==> src/rtl/tile_pkg.sv <==
// Shared tile geometry defaults and the writer FSM state encoding,
// used by both the tile writer and the downstream tile reader.
package tile_pkg;

    localparam int TILE_W_DEF    = 24;
    localparam int TILE_H_DEF    = 24;
    localparam int PIX_BITS_DEF  = 8;
    localparam int WORD_BITS_DEF = 256;

    typedef enum logic [1:0] {
        ST_FILL      = 2'd0,
        ST_WRITE     = 2'd1,
        ST_WAIT_BANK = 2'd2
    } wr_state_e;

endpackage

==> src/rtl/tile_bank_ctrl.sv <==
// Ping-pong bank bookkeeping: per-bank full flags plus the write and read
// bank pointers. A release and a tile completion may land in the same cycle.
module tile_bank_ctrl (
    input  logic clk,
    input  logic rst,
    input  logic tile_done,
    input  logic tile_release,
    output logic wr_bank,
    output logic rd_bank,
    output logic wr_full,
    output logic alt_bank_free,
    output logic tile_valid
);

    logic [1:0] full_q, full_d;
    logic       wr_bank_q, wr_bank_d;
    logic       rd_bank_q, rd_bank_d;
    logic       release_ok;

    // A release is only honoured while the read bank actually holds a tile.
    assign release_ok = tile_release && full_q[rd_bank_q];

    always_ff @(posedge clk) begin
        if (rst) begin
            full_q    <= 2'b00;
            wr_bank_q <= 1'b0;
            rd_bank_q <= 1'b0;
        end else begin
            full_q    <= full_d;
            wr_bank_q <= wr_bank_d;
            rd_bank_q <= rd_bank_d;
        end
    end

    always_comb begin
        full_d    = full_q;
        wr_bank_d = wr_bank_q;
        rd_bank_d = rd_bank_q;
        if (release_ok) begin
            full_d[rd_bank_q] = 1'b0;
            rd_bank_d         = ~rd_bank_q;
        end
        if (tile_done) begin
            full_d[wr_bank_q] = 1'b1;
            wr_bank_d         = ~wr_bank_q;
        end
    end

    // Whether the other bank will be empty next cycle, counting a release now.
    assign alt_bank_free = !full_q[~wr_bank_q] || (release_ok && (rd_bank_q != wr_bank_q));

    assign wr_bank    = wr_bank_q;
    assign rd_bank    = rd_bank_q;
    assign wr_full    = full_q[wr_bank_q];
    assign tile_valid = full_q[rd_bank_q];

endmodule

==> src/rtl/tile_writer.sv <==
// Packs raster pixels into one BRAM word per tile row and writes whole tiles
// into two ping-pong banks; s_ready/s_valid is a plain valid/ready handshake.
module tile_writer
    import tile_pkg::*;
#(
    parameter logic [11:0] BASE_ADDR   = 12'h000,
    parameter logic [11:0] BANK_STRIDE = 12'h020,
    parameter int          TILE_W      = TILE_W_DEF,
    parameter int          TILE_H      = TILE_H_DEF,
    parameter int          WORD_BITS   = WORD_BITS_DEF,
    parameter int          PIX_BITS    = PIX_BITS_DEF
) (
    input  logic                 clk,
    input  logic                 rst,
    input  logic [PIX_BITS-1:0]  s_pixel,
    input  logic                 s_valid,
    output logic                 s_ready,
    output logic                 bram_we,
    output logic [11:0]          bram_addr,
    output logic [WORD_BITS-1:0] bram_wdata,
    output logic                 tile_valid,
    output logic                 tile_bank,
    input  logic                 tile_release,
    output logic [1:0]           dbg_state
);

    localparam int XW = (TILE_W > 1) ? $clog2(TILE_W) : 1;
    localparam int RW = (TILE_H > 1) ? $clog2(TILE_H) : 1;
    localparam logic [XW-1:0] X_LAST   = XW'(TILE_W - 1);
    localparam logic [RW-1:0] ROW_LAST = RW'(TILE_H - 1);

    wr_state_e            state_q, state_d;
    logic [XW-1:0]        x_q, x_d;
    logic [RW-1:0]        row_q, row_d;
    logic [WORD_BITS-1:0] buf_q, buf_d;
    logic                 tile_done;
    logic                 wr_bank;
    logic                 wr_full;
    logic                 alt_bank_free;

    tile_bank_ctrl u_bank_ctrl (
        .clk           (clk),
        .rst           (rst),
        .tile_done     (tile_done),
        .tile_release  (tile_release),
        .wr_bank       (wr_bank),
        .rd_bank       (tile_bank),
        .wr_full       (wr_full),
        .alt_bank_free (alt_bank_free),
        .tile_valid    (tile_valid)
    );

    always_ff @(posedge clk) begin
        if (rst) begin
            state_q <= ST_FILL;
            x_q     <= '0;
            row_q   <= '0;
            buf_q   <= '0;
        end else begin
            state_q <= state_d;
            x_q     <= x_d;
            row_q   <= row_d;
            buf_q   <= buf_d;
        end
    end

    always_comb begin
        state_d    = state_q;
        x_d        = x_q;
        row_d      = row_q;
        buf_d      = buf_q;
        tile_done  = 1'b0;
        s_ready    = 1'b0;
        bram_we    = 1'b0;
        bram_addr  = BASE_ADDR + (wr_bank ? BANK_STRIDE : 12'h000) + 12'(row_q);
        bram_wdata = buf_q;
        case (state_q)
            ST_FILL: begin
                s_ready = !rst && !wr_full;
                if (s_valid && s_ready) begin
                    // Bits above the last pixel lane are never written, so stay zero.
                    for (int i = 0; i < TILE_W; i++) begin
                        if (x_q == XW'(i)) begin
                            buf_d[i*PIX_BITS +: PIX_BITS] = s_pixel;
                        end
                    end
                    if (x_q == X_LAST) begin
                        x_d     = '0;
                        state_d = ST_WRITE;
                    end else begin
                        x_d = x_q + XW'(1);
                    end
                end
            end
            ST_WRITE: begin
                bram_we = 1'b1;
                if (row_q == ROW_LAST) begin
                    tile_done = 1'b1;
                    row_d     = '0;
                    state_d   = alt_bank_free ? ST_FILL : ST_WAIT_BANK;
                end else begin
                    row_d   = row_q + RW'(1);
                    state_d = ST_FILL;
                end
            end
            ST_WAIT_BANK: begin
                if (!wr_full) begin
                    state_d = ST_FILL;
                end
            end
            default: begin
                state_d = ST_FILL;
            end
        endcase
    end

    assign dbg_state = state_q;

endmodule

==> config.mk <==
export PLATFORM = sky130hd
export DESIGN_NAME = tile_writer
export DESIGN_NICKNAME = d
export VERILOG_FILES = /design/src/rtl/tile_pkg.sv /design/src/rtl/tile_bank_ctrl.sv /design/src/rtl/tile_writer.sv
export SDC_FILE = /design/constraint.sdc
export NUM_CORES = 1
export LEC_CHECK = 0
export CAP_MARGIN = 15
export CORE_MARGIN = 2
export CORE_UTILIZATION = 50
export DETAILED_ROUTE_END_ITERATION = 12
export PLACE_DENSITY = 0.89
export SYNTH_ARGS = -nofsm -noshare
export SYNTH_HDL_FRONTEND = slang
export SYNTH_HIERARCHICAL = 1
export SYNTH_SLANG_ARGS = --single-unit
==> constraint.sdc <==
create_clock -name clk -period 3.33 [get_ports clk]
set_clock_uncertainty 0.05 [all_clocks]
set_input_delay 0.999 -clock clk [delete_from_list [all_inputs] [get_ports clk]]
set_output_delay 0.999 -clock clk [all_outputs]
set_load 0.1 [all_outputs]
==> impl_metrics.ini, run 1 <==
[synth]
ys_seq_area_share_pct = 48.48
synthCells = 874
yosys.cell_count.top_type = dfxtp_1
async_reset_ff_share_pct = 0
yosysUniqueCellTypes = 48
postSynthRegisterBits = 208
synth_top_area_cell = dfxtp_1
postSynthAreaPerCell_um2 = 9.828
synth_area_um2 = 8589
synth-xor-area-share_pct = 0.3059
synthSimpleGateAreaFrac_pct = 13.71
synth_compound_area_share_pct = 12.44
synth_top_area_share_pct = 48.48
yosys-top-cells-count = 208 x dfxtp_1, 116 x nand2_1, 113 x mux2i_1
synth_area_leaders = dfxtp_1 48%, mux2i_1 13%, buf_4 6.2%
synthAdderAreaFrac_pct = 0.8740
yosysWarningCount = 6
synth_edf_count = 0
synth_top_family_by_area = simple AND/OR/NAND/NOR gates
synthFlopType = dfxtp_1
synth.mux.area_fraction_pct = 13.43

[global_route]
grt_pass1_vias = 7020
grt_use_total_pct = 25.76
antenna_found_initial = 0
grt_max_degree = 62
grt_pass1_wl_mm = 37.66
gr-total-overflow = 0

[power]
vdd_drop_max_v = 0.0003773
p_int_uw = 4135
p_clk_share_pct = 44.9
p_per_area_nw_per_um2 = 515.4
pwr-share-comb_pct = 11.0
p_sw_uw = 1547
seq_power_share_pct = 44.0
power.leakage_uw = 0.005243
switching_share_pct = 27.23
total_power_uw = 5682

[clock_network]
cts.clk_slew.worst_paths_ns = 0.06
clock_latency_ns = 0.50
numCtsBuffers = 22
cts_hold_buf = 0
cts-root-buf = clkbuf_16
clock-sinks = 208
cts_tree = built
cts_buffer_depth = 3
h-tree-depth = 1

[flow_run]
drv_cap = 0

[sta]
hold_viol_final = 0
min_period_over_period_pct = 95.12
slew-limit-headroom_pct = 30.15
fin_tns_setup_ns = 0
finalSetupViolations = 0
finalMaxSlewViolations = 0
rsz0062_at_grt = no
tightest_slew_ns = 1.047
period_minus_slack_ns = 3.167
fmax_mhz = 315.7

[routing]
via_per_inst = 5.519
initialDrtViolationCount = 499
firstDrtPassIters = 7
drc = 0
ant_nets = 0
num_vias = 7246
wl_per_cell_um = 18.70
routed_wl_mm = 24.55

[cells_and_area]
fin_nets = 1095
post-route-util_pct = 66.01
antenna_cells = 0
syn_to_final_growth_pct = 28.35
drive_above_1_share_pct = 28.36
final_area_um2 = 11020

[place]
port-buffer-count = 215
dpl.hpwl_mm = 16.47
place_congestion = 0.7908
placed_area_um2 = 10260

[status]
status = finished, final reports clean

[floorplanning]
ios = 286
core-area_um2 = 16700
rows = 47
die_h_um = 135.1
die_x_um = 135.1
die-area_um2 = 18240
start_util_pct = 51.43

[critical_path]
worstPathMaxFanout = 7
critPathRequiredTime_ns = 2.28
crit_type = reg2out
end_kind = output pin
start_kind = flop
cp.arrival_ns = 2.12

[min_path]
min_path_type = reg2reg
cell type report:
cell class                      instances  area, um2
Inverter                               10      40.04
Sequential cell                       208       4164
Clock buffer                           32      638.1
Clock inverter                          8      126.4
Timing Repair Buffer                  258       2017
Fill cell                            1314       5677
Multi-Input combinational cell        577       3764
Tap cell                              220      275.3
kinds of logic after synthesis:
| logic type | after synthesis |
|---|---|
| mux | 115 |
| fa+ha+maj | 6 |
| compound gates | 153 |
| simple gates | 230 |
| buf+inv | 158 |
| xor+xnor | 3 |
| other cells | 1 |
| flops | 208 |
power groups by stage:
stage	sequential, uW	combinational [uW]	clock, uW
2_1_floorplan	2610	529	0
3_3_place_gp	2560	621	0
3_5_place_dp	2560	621	0
4_1_cts	2500	623	2600
5_1_grt	2500	645	2690
6_report	2500	626	2550
what timing repair did:
action,CTS,global route
gates resized for setup,0,1
endpoints found under the setup margin,0,1
setup buffers,0,0
state kept, by name, indices dropped and copies added (netlist names):
signal               count
dbg_state                2
x_q                      5
u_bank_ctrl/rd_bank      1
u_bank_ctrl/wr_bank      1
row_q                    5
bram_wdata             192
u_bank_ctrl/full_q       2
per-stage QoR:
stage               worst slack [ns]  hold slack, ns  cells
global placement           0.0006555          0.3950   1273
finish                        0.1626          0.4092   1313
global route                 0.08549          0.4309   1313
floorplan                     0.2520          0.4454    943
CTS                         0.009740          0.4111   1313
detailed placement           0.01984          0.4020   1273
final timing paths:
path | start | end | slack [ns] | depth (start not counted)
worst min register to register | bram_wdata[146] | bram_wdata[146] | 0.41 | 2
worst min-delay path | bram_wdata[146] | bram_wdata[146] | 0.41 | 2
worst max-delay path | u_bank_ctrl/wr_bank | s_ready | 0.16 | 4
worst max register to register | u_bank_ctrl/wr_bank | bram_wdata[48] | 0.56 | 5
worst max-delay path, cell delays in order, from the launching register on:
cell and delay (ns):
dfxtp_1 0.46, mux2_2 0.43, or4_4 0.44, inv_2 0.11
buf_12 0.18
cell usage in the layout (no fill, tap or decap), types with 5 or more instances in the layout:
cell / n
buf_4: 243
dfxtp_1: 208
nand2_1: 116
mux2i_1: 113
conb_1: 70
o21ai_0: 51
o311ai_0: 47
nor4_1: 26
nand3_1: 23
clkbuf_16: 22
a31o_1: 17
nand2b_1: 13
a21oi_1: 13
a31o_2: 10
clkdlybuf4s50_1: 10
o21ai_1: 9
inv_1: 7
or3_1: 7
nor2_1: 6
ha_1: 6
nand3b_1: 5
clkbuf_8: 5
clkbuf_1: 5
metal layers:
layer	up-vias	global-route usage, %	wire length, um
met5	-	0	0
li1	3384	-	-
met4	0	10.42	857
met3	64	7.620	2272
met2	343	42.84	11740
met1	3455	31.32	9678
Note: power is estimated with default switching activity, not from simulation.
==> run 2, diff against run 1 <==
Settings changed: CORE_UTILIZATION 50 to 49, PLACE_DENSITY 0.89 to 0.88, SYNTH_HIERARCHICAL 1 to default.
==> run 2 against run 1 <==
Global-route usage decreased by 3.4 points; clock power down 5%; sequential share of layout area is 0.91 points higher; wire length is 12% lower; non-clock buffer count fell by 30.
==> impl_metrics.ini, run 2 <==
[cells_and_area]
drive_above_1_share_pct = 27.46
largest_reg_flops = 192
final_cell_mix = 215 x buf_4, 208 x dfxtp_1, 189 x nor2_1, 185 x mux2i_1, 70 x conb_1
final_area_um2 = 10770
final_common_cell = buf_4
fin_nets = 1043
antenna_cells = 0
syn_to_final_growth_pct = 26.47

[sta]
min_period_over_period_pct = 89.85
finalSetupViolations = 0
fin_tns_setup_ns = 0
hold_viol_final = 0
rsz0062_at_grt = no
fmax_mhz = 334.2
finalMaxSlewViolations = 0
slew-limit-headroom_pct = 28.30
tightest_slew_ns = 1.075
period_minus_slack_ns = 2.992

[synth]
postSynthAreaPerCell_um2 = 10.26
synth_top_area_share_pct = 48.92
synth_area_leaders = dfxtp_1 49%, mux2i_1 22%, nor2_1 8.4%
synthCells = 830
synth_area_um2 = 8512
yosys.cell_count.top_type = dfxtp_1
synth_top_area_cell = dfxtp_1
postSynthRegisterBits = 208
yosys-top-cells-count = 208 x dfxtp_1, 190 x nor2_1, 186 x mux2i_1
synth_edf_count = 0
yosysWarningCount = 0
synthFlopType = dfxtp_1
async_reset_ff_share_pct = 0
yosysUniqueCellTypes = 43
ys_seq_area_share_pct = 48.92

[clock_network]
cts_tree = built
numCtsBuffers = 22
cts_buffer_depth = 3
cts-root-buf = clkbuf_16
h-tree-depth = 1
cts.clk_slew.worst_paths_ns = 0.06
cts_resized = 0
cts_hold_buf = 0
clock-sinks = 208
clock_latency_ns = 0.50
cts_setup_buffers = 0

[min_path]
min_from = bram_wdata[123]
whs_endpoint = bram_wdata[123]
min_path_cells = 2
min_path_type = reg2reg

[global_route]
grt_max_degree = 107
antenna_found_initial = 0
gr-total-overflow = 0
grt_pass1_vias = 5772
grt_pass1_wl_mm = 32.33
grt_use_total_pct = 22.39

[critical_path]
reg2reg_to = bram_wdata[122]
cpMaxStageDelayCell = dfxtp_1
path_buf_inv = 1
end_kind = output pin
slowest_delay_ns = 0.65
r2r_start = x_q[1]
reg2reg_slack_ns = 1.07
cp.arrival_ns = 1.94
crit_chain = nor2b_1 -> buf_12
start_kind = flop
critical-path-top-delay-family = flip-flops
crit_type = reg2out
critPathRequiredTime_ns = 2.28
reg2regPathDepth = 6
worstPathMaxFanout = 8

[place]
placed_area_um2 = 10050
place_congestion = 0.7674
dpl.hpwl_mm = 13.89
port-buffer-count = 215

[routing]
firstDrtPassIters = 4
initialDrtViolationCount = 257
num_vias = 6256
routed_wl_mm = 21.69
wl_per_cell_um = 17.17
via_per_inst = 4.953
ant_nets = 0
drc = 0

[floorplanning]
core-area_um2 = 17120
rows = 48
die-area_um2 = 18440
die_x_um = 135.8
ios = 286
die_h_um = 135.8
start_util_pct = 49.73

[flow_run]
drv_cap = 0

[power]
p_int_uw = 4042
power.leakage_uw = 0.005913
p_clk_share_pct = 43.1
p_sw_uw = 1558
switching_share_pct = 27.82
pwr-share-comb_pct = 12.0
seq_power_share_pct = 44.9
p_per_area_nw_per_um2 = 520.1
vdd_drop_max_v = 0.0003715

[status]
status = finished, final reports clean
## run 2: changes by cell type in the layout (fill, tap and decap cells not counted), sizes merged, moves of 9 or more
| cell | before | now |
|---|---|---|
| nor2 | 6 | 191 |
| nand2 | 116 | 16 |
| mux2i | 113 | 186 |
| o21ai | 60 | 0 |
| o311ai | 47 | 0 |
| buf | 247 | 218 |
| a31o | 27 | 0 |
| nor4 | 26 | 0 |
| nand2b | 13 | 4 |
## run 2: stage by stage
| step | hold WS [ns] | setup WS, ns | cells | power, uW | util [%] |
|---|---|---|---|---|---|
| floorplan | 0.4092 | 0.06121 | 899 | 3199 | - |
| finish | 0.4060 | 0.3378 | 1263 | 5599 | 62.89 |
| global route | 0.4270 | 0.2339 | 1263 | 5762 | 62.89 |
| CTS | 0.4071 | 0.3021 | 1263 | 5648 | 62.89 |
| global placement | 0.3947 | 0.3889 | 1226 | 3237 | 58.70 |
| detailed placement | 0.3986 | 0.3352 | 1226 | 3239 | 58.70 |
## run 2: how the worst max path moves through the flow
stage | start | end | slack [ns] | cells after the start
2_1_floorplan | rst | s_ready | 0.06 | 3
3_3_place_gp | s_valid | bram_wdata[26] | 0.39 | 5
3_5_place_dp | s_valid | bram_wdata[184] | 0.34 | 6
4_1_cts | dbg_state[0] | bram_we | 0.30 | 2
5_1_grt | dbg_state[0] | bram_we | 0.23 | 2
6_report | dbg_state[0] | bram_we | 0.34 | 2
## run 2: area by class of cell
cell class	instances	area, um2
tap	225	281.5
fill	1405	6351
clock buffer	33	673.1
multi-input combinational	562	3825
clock inverter	4	45.04
timing repair buffer	228	1765
inverter	3	11.26
sequential	208	4164
## run 2: per-layer routing
layer / vias to the layer above / part of all wire, % / global-route usage [%]
met3: 46 / 7.8 / 6.061
met4: 0 / 3.0 / 8.044
met1: 2976 / 42 / 28.64
met2: 222 / 47 / 36.39
met5: - / 0 / 0
li1: 3012 / - / -
## run 2: power groups by stage
| stage | combinational [uW] | clock [uW] | sequential [uW] |
|---|---|---|---|
| global placement | 668 | 0 | 2570 |
| detailed placement | 670 | 0 | 2570 |
| floorplan | 533 | 0 | 2670 |
| CTS | 670 | 2460 | 2510 |
| finish | 671 | 2410 | 2520 |
| global route | 693 | 2550 | 2520 |
## run 2: logic make-up (layout without fill, tap and decap cells)
family | count (synthesis) | count (layout) | share of synthesized area, %
buffers and inverters | 129 | 268 | 9.363
DFF | 208 | 208 | 48.92
muxes | 187 | 187 | 22.01
and+or+nand+nor | 273 | 273 | 16.90
other | 1 | 70 | 0.04406
xor gates and xnor gates | 4 | 4 | 0.4117
adders and majority gates | 6 | 6 | 0.8819
AOI/OAI and AO/OA | 22 | 22 | 1.470
## run 2: worst min-delay path: stages, from the launching register on
cell and delay [ns]:
dfxtp_1 0.31, nand2_1 0.05, a21oi_1 0.05
==> run 3, diff against run 2 <==
Settings changed: CORE_UTILIZATION 49 to 50, PLACE_DENSITY 0.88 to 0.89, SYNTH_HIERARCHICAL from default to 1.
==> results of run 3 <==
Same layout as run 1: the final DEF is identical, and so are final timing and power.
